**src/rtl/motor_pkg.sv**
```systemverilog
// Shared encodings for the motor drive controller: steering fields, H-bridge
// polarity, FSM states and the decoded command record.
package motor_pkg;

  typedef enum logic [1:0] {
    ACT_PROCEED = 2'b00,
    ACT_LEFT    = 2'b01,
    ACT_RIGHT   = 2'b10,
    ACT_STOP    = 2'b11
  } act_e;

  typedef enum logic [1:0] {
    MAG_FULL   = 2'b00,
    MAG_VEER   = 2'b01,
    MAG_HARD   = 2'b10,
    MAG_NINETY = 2'b11
  } mag_e;

  typedef enum logic [1:0] {
    POL_COAST = 2'b00,
    POL_REV   = 2'b01,
    POL_FWD   = 2'b10,
    POL_BRAKE = 2'b11
  } pol_e;

  typedef enum logic [1:0] {
    S_IDLE,
    S_RUN,
    S_DEAD,
    S_PIVOT
  } state_e;

  // Speed class per wheel; the top maps classes onto its duty parameters.
  typedef enum logic [1:0] {
    SPD_ZERO,
    SPD_FULL,
    SPD_VEER,
    SPD_HARD
  } spd_e;

  typedef struct packed {
    spd_e spd_l;
    spd_e spd_r;
    pol_e pol_l;
    pol_e pol_r;
    logic stop;
    logic ninety;
  } cmd_t;

  function automatic cmd_t decode_cmd(input logic [3:0] dir, input logic fwd);
    cmd_t c;
    pol_e trav;
    pol_e anti;
    trav     = fwd ? POL_FWD : POL_REV;
    anti     = fwd ? POL_REV : POL_FWD;
    c.spd_l  = SPD_FULL;
    c.spd_r  = SPD_FULL;
    c.pol_l  = trav;
    c.pol_r  = trav;
    c.stop   = 1'b0;
    c.ninety = 1'b0;
    case (act_e'(dir[3:2]))
      ACT_STOP: begin
        c.spd_l = SPD_ZERO;
        c.spd_r = SPD_ZERO;
        c.pol_l = POL_BRAKE;
        c.pol_r = POL_BRAKE;
        c.stop  = 1'b1;
      end
      ACT_LEFT: begin
        case (mag_e'(dir[1:0]))
          MAG_VEER:   c.spd_l = SPD_VEER;
          MAG_HARD:   c.spd_l = SPD_HARD;
          MAG_NINETY: begin
            c.pol_l  = anti;
            c.ninety = 1'b1;
          end
          default: ;
        endcase
      end
      ACT_RIGHT: begin
        case (mag_e'(dir[1:0]))
          MAG_VEER:   c.spd_r = SPD_VEER;
          MAG_HARD:   c.spd_r = SPD_HARD;
          MAG_NINETY: begin
            c.pol_r  = anti;
            c.ninety = 1'b1;
          end
          default: ;
        endcase
      end
      default: ;  // every proceed code, defined or not, drives straight ahead
    endcase
    return c;
  endfunction

  // Only a direct fwd<->rev swap needs dead time; leaving coast/brake does not.
  function automatic logic is_reversal(input pol_e cur, input pol_e nxt);
    return ((cur == POL_FWD) && (nxt == POL_REV)) ||
           ((cur == POL_REV) && (nxt == POL_FWD));
  endfunction

endpackage

```
**src/rtl/pwm_ramp_channel.sv**
```systemverilog
// One motor's PWM channel: ramps its duty toward a target once per PWM period
// and compares against the shared period counter.
module pwm_ramp_channel #(
  parameter int DW        = 12,
  parameter int RAMP_STEP = 100
) (
  input  logic          clk,
  input  logic          rst_n,
  input  logic [DW-1:0] duty_tgt,
  input  logic [DW-1:0] cnt,
  input  logic          step_en,
  input  logic          force_zero,
  output logic          pwm
);

  localparam logic [DW-1:0] STEP = DW'(RAMP_STEP);

  logic [DW-1:0] duty_cur;
  logic [DW-1:0] duty_nx;

  // NOTE: combinational blocks assign every output a default first, so no path
  // through the if/else can leave a value held and infer a latch.
  always_comb begin
    duty_nx = duty_cur;
    if (duty_cur < duty_tgt) begin
      duty_nx = ((duty_tgt - duty_cur) > STEP) ? (duty_cur + STEP) : duty_tgt;
    end else if (duty_cur > duty_tgt) begin
      duty_nx = ((duty_cur - duty_tgt) > STEP) ? (duty_cur - STEP) : duty_tgt;
    end
  end

  // NOTE: state uses non-blocking assignments and an asynchronous active-low
  // reset, so outputs drop the moment rst_n falls, independent of clk.
  always_ff @(posedge clk or negedge rst_n) begin
    if (!rst_n) begin
      duty_cur <= '0;
      pwm      <= 1'b0;
    end else if (force_zero) begin
      duty_cur <= '0;
      pwm      <= 1'b0;
    end else begin
      if (step_en) duty_cur <= duty_nx;
      pwm <= (cnt < duty_cur);
    end
  end

endmodule

```
**src/rtl/motor_drive_ctrl.sv**
```systemverilog
// Steering-command to H-bridge controller: input registers, shared PWM
// counter, IDLE/RUN/DEAD/PIVOT sequencing and the per-command target table.
module motor_drive_ctrl
  import motor_pkg::*;
#(
  parameter int PWM_PERIOD = 2500,
  parameter int DUTY_FULL  = 2400,
  parameter int DUTY_VEER  = 1600,
  parameter int DUTY_HARD  = 800,
  parameter int RAMP_STEP  = 100,
  parameter int DEAD_TIME  = 50_000,
  parameter int PIVOT_TIME = 25_000_000
) (
  input  logic       clk,
  input  logic       rst_n,
  input  logic       direction,
  input  logic [3:0] dir,
  output logic       pwm_l,
  output logic       pwm_r,
  output logic [1:0] pol_l,
  output logic [1:0] pol_r,
  output logic       busy
);

  localparam int DW  = $clog2(PWM_PERIOD + 1);
  localparam int DTW = $clog2(DEAD_TIME + 1);
  localparam int PTW = $clog2(PIVOT_TIME + 1);

  logic [3:0]     dir_q;
  logic           direction_q;
  logic [DW-1:0]  cnt;
  logic           wrap;

  state_e         state, state_nx;
  pol_e           pol_l_q, pol_r_q, pol_l_nx, pol_r_nx;
  pol_e           pend_pol_l, pend_pol_r;
  spd_e           pend_spd_l, pend_spd_r;
  logic           pend_ninety, pend_ld;
  logic           spent, spent_set;
  logic [DTW-1:0] dead_cnt;
  logic [PTW-1:0] piv_cnt;
  logic           dead_done, piv_done;

  cmd_t           cmd;
  logic           flip_l, flip_r;
  spd_e           spd_l_sel, spd_r_sel;
  logic [DW-1:0]  duty_tgt_l, duty_tgt_r;
  logic           force_zero, step_en;

  function automatic logic [DW-1:0] spd2duty(input spd_e s);
    case (s)
      SPD_FULL: return DW'(DUTY_FULL);
      SPD_VEER: return DW'(DUTY_VEER);
      SPD_HARD: return DW'(DUTY_HARD);
      default:  return '0;
    endcase
  endfunction

  // Inputs come up as STOP so the first post-reset cycle never drives forward.
  always_ff @(posedge clk or negedge rst_n) begin
    if (!rst_n) begin
      dir_q       <= 4'b1111;
      direction_q <= 1'b1;
    end else begin
      dir_q       <= dir;
      direction_q <= direction;
    end
  end

  assign wrap = (cnt == DW'(PWM_PERIOD - 1));

  always_ff @(posedge clk or negedge rst_n) begin
    if (!rst_n) cnt <= '0;
    else        cnt <= wrap ? '0 : cnt + 1'b1;
  end

  always_comb begin
    cmd    = decode_cmd(dir_q, direction_q);
    flip_l = is_reversal(pol_l_q, cmd.pol_l);
    flip_r = is_reversal(pol_r_q, cmd.pol_r);
  end

  assign dead_done = (dead_cnt >= DTW'(DEAD_TIME - 1));
  assign piv_done  = (piv_cnt  >= PTW'(PIVOT_TIME - 1));

  always_comb begin
    state_nx  = state;
    pol_l_nx  = pol_l_q;
    pol_r_nx  = pol_r_q;
    pend_ld   = 1'b0;
    spent_set = 1'b0;
    if (cmd.stop) begin
      state_nx = S_IDLE;
      pol_l_nx = POL_BRAKE;
      pol_r_nx = POL_BRAKE;
    end else begin
      case (state)
        S_IDLE: begin
          state_nx = S_RUN;
          pol_l_nx = cmd.pol_l;
          pol_r_nx = cmd.pol_r;
        end
        S_RUN: begin
          if (flip_l || flip_r) begin
            state_nx = S_DEAD;
            pend_ld  = 1'b1;
            pol_l_nx = flip_l ? POL_COAST : pol_l_q;
            pol_r_nx = flip_r ? POL_COAST : pol_r_q;
          end else begin
            pol_l_nx = cmd.pol_l;
            pol_r_nx = cmd.pol_r;
            // A pivot already served for this held command is not repeated.
            if (cmd.ninety && !spent) begin
              state_nx = S_PIVOT;
              pend_ld  = 1'b1;
            end
          end
        end
        S_DEAD: begin
          if (dead_done) begin
            state_nx = pend_ninety ? S_PIVOT : S_RUN;
            pol_l_nx = pend_pol_l;
            pol_r_nx = pend_pol_r;
          end
        end
        S_PIVOT: begin
          if (piv_done) begin
            state_nx  = S_RUN;
            spent_set = 1'b1;
          end
        end
        default: state_nx = S_IDLE;
      endcase
    end
  end

  always_ff @(posedge clk or negedge rst_n) begin
    if (!rst_n) begin
      state       <= S_IDLE;
      pol_l_q     <= POL_COAST;
      pol_r_q     <= POL_COAST;
      pend_pol_l  <= POL_COAST;
      pend_pol_r  <= POL_COAST;
      pend_spd_l  <= SPD_ZERO;
      pend_spd_r  <= SPD_ZERO;
      pend_ninety <= 1'b0;
      spent       <= 1'b0;
      dead_cnt    <= '0;
      piv_cnt     <= '0;
    end else begin
      state   <= state_nx;
      pol_l_q <= pol_l_nx;
      pol_r_q <= pol_r_nx;
      if (pend_ld) begin
        pend_pol_l  <= cmd.pol_l;
        pend_pol_r  <= cmd.pol_r;
        pend_spd_l  <= cmd.spd_l;
        pend_spd_r  <= cmd.spd_r;
        pend_ninety <= cmd.ninety;
      end
      if ((state_nx == S_IDLE) || (state_nx == S_DEAD)) spent <= 1'b0;
      else if (spent_set)                               spent <= 1'b1;
      else if ((state == S_RUN) && !cmd.ninety)         spent <= 1'b0;
      if ((state == S_DEAD) && (state_nx == S_DEAD) && !dead_done) dead_cnt <= dead_cnt + 1'b1;
      else                                                         dead_cnt <= '0;
      if ((state == S_PIVOT) && (state_nx == S_PIVOT) && !piv_done) piv_cnt <= piv_cnt + 1'b1;
      else                                                          piv_cnt <= '0;
    end
  end

  // Pivot holds the targets captured at entry; RUN follows the live command.
  assign spd_l_sel  = (state == S_PIVOT) ? pend_spd_l : cmd.spd_l;
  assign spd_r_sel  = (state == S_PIVOT) ? pend_spd_r : cmd.spd_r;
  assign duty_tgt_l = spd2duty(spd_l_sel);
  assign duty_tgt_r = spd2duty(spd_r_sel);
  assign force_zero = (state_nx == S_IDLE) || (state_nx == S_DEAD);
  assign step_en    = wrap && (state_nx == state);

  pwm_ramp_channel #(.DW(DW), .RAMP_STEP(RAMP_STEP)) u_ch_l (
    .clk        (clk),
    .rst_n      (rst_n),
    .duty_tgt   (duty_tgt_l),
    .cnt        (cnt),
    .step_en    (step_en),
    .force_zero (force_zero),
    .pwm        (pwm_l)
  );

  pwm_ramp_channel #(.DW(DW), .RAMP_STEP(RAMP_STEP)) u_ch_r (
    .clk        (clk),
    .rst_n      (rst_n),
    .duty_tgt   (duty_tgt_r),
    .cnt        (cnt),
    .step_en    (step_en),
    .force_zero (force_zero),
    .pwm        (pwm_r)
  );

  assign pol_l = pol_l_q;
  assign pol_r = pol_r_q;
  assign busy  = (state == S_DEAD) || (state == S_PIVOT);

endmodule

```
**config.mk**
```make
export PLATFORM = sky130hd
export DESIGN_NAME = motor_drive_ctrl
export DESIGN_NICKNAME = d
export VERILOG_FILES = /design/src/rtl/motor_pkg.sv /design/src/rtl/pwm_ramp_channel.sv /design/src/rtl/motor_drive_ctrl.sv
export SDC_FILE = /design/constraint.sdc
export NUM_CORES = 1
export LEC_CHECK = 0
export BUFFER_PORTS_ARGS = -buffer_cell sky130_fd_sc_hd__buf_4
export CORE_ASPECT_RATIO = 0.75
export CORE_MARGIN = 3
export CORE_UTILIZATION = 40
export DETAILED_ROUTE_END_ITERATION = 8
export SYNTH_ARGS = -nofsm -noshare
export SYNTH_HDL_FRONTEND = slang
export SYNTH_SLANG_ARGS = --single-unit
```
**constraint.sdc**
```tcl
create_clock -name clk -period 10.93 [get_ports clk]
set_input_delay 0.5465 -clock clk [delete_from_list [all_inputs] [get_ports clk]]
set_output_delay 0.5465 -clock clk [all_outputs]
set_load 0.05 [all_outputs]
```
# After elaboration in Yosys (flattened, before gate mapping)
# Index checks and enable logic that the tools add are counted.
[word_totals]
register_bits = 100
inputBits = 7
out_inout_bits = 7
[classes]
addsub = 11
order_cmp = 12
eq_ne = 30
mux = 59
n_reduce_logical = 32
[op_table]
columns = ["op", "count"]
rows = [
  ["$mux 12", 13],
  ["$pmux 12 s3", 2],
  ["$gt 12x7->1 const B", 4],
  ["$lt 12x12->1", 4],
  ["$sub 12x12->12", 4],
  ["$mux 2", 19],
  ["$eq 2x2->1 const B", 16],
  ["$add 25x1->25 const B", 1],
  ["$ge 25x25->1 const B", 1],
  ["$mux 25", 1],
  ["$add 12x7->12 const B", 2],
  ["$gt 12x12->1", 2],
  ["$sub 12x7->12 const B", 2],
  ["$pmux 2 s2", 5],
  ["$eq 2x1->1 const B", 9],
  ["$add 16x1->16 const B", 1],
  ["$ge 16x16->1 const B", 1],
  ["$mux 16", 1],
  ["$mux 1", 15],
  ["$add 12x1->12 const B", 1],
  ["$eq 12x12->1 const B", 1],
  ["$pmux 2 s3", 2],
  ["$logic_and 1x1->1", 11],
  ["$reduce_bool 3->1", 3],
  ["other kinds (12)", 23],
]

# Logic depth before layout (Yosys ltp)
[logic_depth]
ltp_word = 14
mapped_depth = 22

# Cells and area by module
# A second synthesis with hierarchy kept.
[unflattened]
hier_cells = 1072
area_unflattened_um2 = 9092.5
[modules_own_cells]
columns = ["mod", "n_inst", "cells_each", "area_per_inst_um2", "seq_area_each_um2"]
rows = [
  ["pwm_ramp_channel", 2, 325, 2487.4, 325.3],
  ["motor_drive_ctrl", 1, 422, 4117.7, 1858.0],
]

# Least setup slack after synthesis
# Ideal clock, no wire load.
[synth_path]
path_type = "flip-flop to flip-flop"
startpoint = "register dir_q[3]"
endpoint = "register u_ch_l.duty_cur[6]"
setup_ns = 0.148
arrival_time_ns = 4.175
path_slack_ns = 6.607
stages_incl_launch_ff = 19
n_path_buf = 1
cell_sequence = "dfstp_2 inv_1 ha_1 mux2_2 nor2_1 a21oi_1 inv_1 ha_1 o21bai_1 ha_1 clkbuf_1 a21oi_1 inv_1 or3_1 a211oi_4 or2_2 nor3_1 a2111oi_0 a221oi_1"
[synth_via]
elab_chain_cells = 13
[synth_lines]
columns = ["item", "line_no", "text"]
rows = [
  ["from (decl)", "motor_drive_ctrl.sv:29", "logic [3:0] dir_q;"],
  ["from (signal assigned)", "motor_drive_ctrl.sv:65", "dir_q <= dir;"],
  ["parallel branches: the longest is 13 deep, another holds $sub 12x12->12", "--", ""],
  ["to (signal assigned)", "pwm_ramp_channel.sv:42", "if (step_en) duty_cur <= duty_nx;"],
  ["to (decl)", "pwm_ramp_channel.sv:18", "logic [DW-1:0] duty_cur;"],
]
# Several ways; the timed one is not identified. The select of a mux whose other input is x is not followed.
# A chain may end at the register's enable or synchronous reset.

# Worst setup path in the final report
# Same ends and word-level chain as after synthesis.

==> flow_summary.toml <==
[placed_design]
place_ws_ns = 5.90
gp_congestion = 0.851
port_buffers = 13
place_area_sq_mm = 0.00802
place.detailed.hpwl_mm = 13.3

[yosys]
ys_ff_latch = 96
synth_cell_type_count = 85
async_flop_share = 1.00
avgSynthCellArea_sq_um = 8.68
seq_area_frac_synth = 0.312
synth_top_family_by_area = "simple AND/OR/NAND/NOR gates"
syn_inst = 890
synth_flop_cell = "dfrtp_1"
synth-simple-area-share = 0.225
synth_compound_area_frac = 0.184
synthAdderAreaFrac = 0.125
synth_edf_count = 0
synth_fp_nets = 973
yosys_warnings = 0
netlist_area_sq_mm = 0.00773
yosys-mux-area-fraction = 0.0326
synth_xor_area_frac = 0.0782

[cells_and_area]
final_nets = 970
final.fill_count = 1830
finalInstanceArea_sq_mm = 0.00830
drive_above_1_share = 0.0942
area_growth_pct = 7.47
insertedDiodeCount = 0

[power_and_ir_drop]
p_leak_nw = 3.61
fin_total_pwr_mw = 1.25
ir_drop_uv = 171
powerDensity_mw_per_mm2 = 150

[clock_tree]
clockBufferDepth = 2
cts_buffers = 9
hold_buffers = 0
cts-root-buf = "clkbuf_16"
post_cts_buffers = 0
cts_sinks = 96
clk_latency_ns = 0.36
clkTransAtPathRegs_ns = 0.07
htree_levels = 3
cts_resized = 0
cts_tree = "yes"

[critical_path]
crit_top_cell = "ha_1"
worst-r2r-cell-count = 16
r2r_slack_ns = 5.73
worstPathRequired_ns = 11.18
slowest_delay_ns = 0.58
critPathBufInv = 2
worst_setup_path_end_kind = "flop"
r2r_start = "dir_q[3]$_DFF_PN1_"
path_max_fanout = 11
cp_data_arrival_time_ns = 5.45
start_kind = "flop"
path_delay_family = "compound AO/OA/AOI/OAI gates"
reg2reg_to = "u_ch_l.duty_cur[6]$_DFFE_PN0P_"
crit_slowest_cell = "a21oi_1"
path_class = "reg -> reg"
crit_chain = "ha_1, mux2_2, nor2_1, a21oi_1, inv_1, ha_1, o21bai_1, ha_1, a21oi_1, inv_1, or3_1, a211oi_4, nor2_2, a211oi_1, a2111oi_0, a221oi_1"

[route]
drc = 0
antenna_left = 0
drt-total-wl_mm = 18.1
drtIter0Drc = 589
drtPass1Iterations = 5
vias = 6381
wire_per_inst_um = 15.9
viasPerCell = 5.60

[floorplanning]
floorplan.core_area_sq_mm = 0.0187
io_pins = 14
die_w_um = 166
row_count = 43
start_util = 0.413
die-area_sq_mm = 0.0210
die_h_um = 126

[timing]
relSlewSlack = 0.284
finalSetupViolCount = 0
finClkSkew_ns = 0.0136
fin_crit_ns = 5.20
slew_viol_final = 0
finalSetupTns_ns = 0
fin_crit_sh = 0.475
hold_viol = 0
rsz0062_at_grt = "no"
worst_pin_slew_ns = 1.07
fin_ws_ns = 5.73
fmax_mhz = 192

[global_routing]
grt_max_degree = 76
antenna_found_initial = 0
gr-total-overflow = 0
track_usage = 0.177
grt_pass1_vias = 5852
grt_first_pass_wirelength_mm = 30.9

[min_path]
min_path_type = "in -> async"

[run_status]
outcome = "finished clean"

[run]
cap_violations = 0
-- logic make-up after synthesis --
logic type | count (synthesis)
AND/OR/NAND/NOR | 339
AO/OA/AOI/OAI | 204
flip-flops | 96
buffers and inverters | 83
adder cells (fa/ha/maj) | 76
XOR/XNOR | 69
multiplexers | 23
-- worst max-delay path by stage --
stage / endpoint / slack, ns / start / cells past startpoint
floorplan: u_ch_l.duty_cur[6]$_DFFE_PN0P_ / 6.61 / dir_q[3]$_DFF_PN1_ / 18
global placement: u_ch_l.duty_cur[6]$_DFFE_PN0P_ / 5.97 / dir_q[3]$_DFF_PN1_ / 17
detailed placement: u_ch_l.duty_cur[6]$_DFFE_PN0P_ / 5.90 / dir_q[3]$_DFF_PN1_ / 16
CTS: u_ch_l.duty_cur[6]$_DFFE_PN0P_ / 5.87 / dir_q[3]$_DFF_PN1_ / 16
global route: u_ch_l.duty_cur[6]$_DFFE_PN0P_ / 5.51 / dir_q[3]$_DFF_PN1_ / 16
finish: u_ch_l.duty_cur[6]$_DFFE_PN0P_ / 5.73 / dir_q[3]$_DFF_PN1_ / 16
-- power breakdown --
group / internal [mW] / switching, mW
logic: 0.191 / 0.325
clock network: 0.159 / 0.151
registers: 0.388 / 0.0320
-- final cells by class --
type	count	area (sq um)	area share
clock inverters	7	60.1	0.00723
multi-input cells	711	4980	0.599
repair buffers	17	128	0.0154
flip-flops and latches	96	2410	0.290
inverters	52	195	0.0235
clock buffers	9	225	0.0271
well taps	247	309	0.0372
-- stage by stage --
step,std cells,hold WS [ns],utilization
after CTS,1139,0.0836,0.443
after global placement,1123,0.447,0.428
after detailed placement,1123,0.450,0.428
final,1139,0.0898,0.443
after global routing,1139,0.100,0.443
after floorplan,890,0.251,-
-- cells in the mapped netlist (4+ instances only) --
cell type | instances | area share
a211o_1 | 6 | 0.0068
a211oi_1 | 7 | 0.0068
a21o_1 | 8 | 0.0078
a21oi_1 | 31 | 0.020
a221oi_1 | 6 | 0.0068
a31oi_1 | 10 | 0.0081
and3_1 | 22 | 0.018
and4_1 | 6 | 0.0068
buf_2 | 7 | 0.0045
clkbuf_1 | 17 | 0.0083
dfrtp_1 | 91 | 0.29
dfstp_2 | 5 | 0.017
ha_1 | 74 | 0.12
inv_1 | 52 | 0.025
mux2_2 | 17 | 0.025
mux2i_1 | 6 | 0.0078
nand2_1 | 58 | 0.028
nand2b_1 | 11 | 0.0089
nand3_1 | 33 | 0.021
nand4_1 | 13 | 0.011
nor2_1 | 110 | 0.053
nor2b_1 | 8 | 0.0065
nor3_1 | 24 | 0.016
nor3b_1 | 5 | 0.0049
nor4_1 | 4 | 0.0032
o2111ai_1 | 6 | 0.0068
o211a_1 | 4 | 0.0052
o211ai_1 | 10 | 0.0097
o21a_1 | 10 | 0.0097
o21ai_0 | 52 | 0.034
o221ai_1 | 4 | 0.0045
o22ai_1 | 9 | 0.0073
o31ai_1 | 6 | 0.0058
or2_2 | 8 | 0.0065
or3_1 | 6 | 0.0049
xnor2_1 | 36 | 0.041
xor2_1 | 33 | 0.037
-- routing by layer --
layer  vias up  routed length [um]  track usage
met5         -                   0            0
li1       3187                   -            -
met4         0                 153       0.0344
met1      3049               10000        0.292
met2       133                7010        0.233
met3        12                 947       0.0374
-- cell usage in the layout (no fill, tap or decap), types with 7 or more instances in the layout --
cell type  synthesis  final
nor2_1           110    110
dfrtp_1           91     91
ha_1              74     74
nand2_1           58     58
inv_1             52     52
o21ai_0           52     52
xnor2_1           36     36
nand3_1           33     33
xor2_1            33     33
a21oi_1           31     31
nor3_1            24     24
and3_1            22     22
mux2_2            17     17
buf_4              2     17
nand4_1           13     13
nand2b_1          11     11
o211ai_1          10     10
a31oi_1           10     10
o21a_1            10     10
o22ai_1            9      9
clkbuf_16          0      9
or2_2              8      8
nor2b_1            8      8
a21o_1             8      8
a211oi_1           7      7
-- worst reg2reg max path: stages, from the launching register on --
cell and delay (ns):
dfstp_2 0.57, ha_1 0.31, mux2_2 0.22, nor2_1 0.04
a21oi_1 0.58, inv_1 0.25, ha_1 0.26, o21bai_1 0.37
ha_1 0.46, a21oi_1 0.18, inv_1 0.07, or3_1 0.35
a211oi_4 0.49, nor2_2 0.13, a211oi_1 0.39, a2111oi_0 0.13
a221oi_1 0.30
-- registers in the layout, indices dropped and copies added (netlist names) --
| register | count |
|---|---|
| cnt | 12 |
| dead_cnt | 16 |
| dir_q | 4 |
| direction_q | 1 |
| pend_ninety | 1 |
| pend_pol_l | 2 |
| pend_pol_r | 2 |
| pend_spd_l | 2 |
| pend_spd_r | 2 |
| piv_cnt | 25 |
| pol_l | 2 |
| pol_r | 2 |
| spent | 1 |
| state | 2 |
| u_ch_l.duty_cur | 10 |
| u_ch_l.pwm | 1 |
| u_ch_r.duty_cur | 10 |
| u_ch_r.pwm | 1 |
Power figures use the tool's default switching activity.
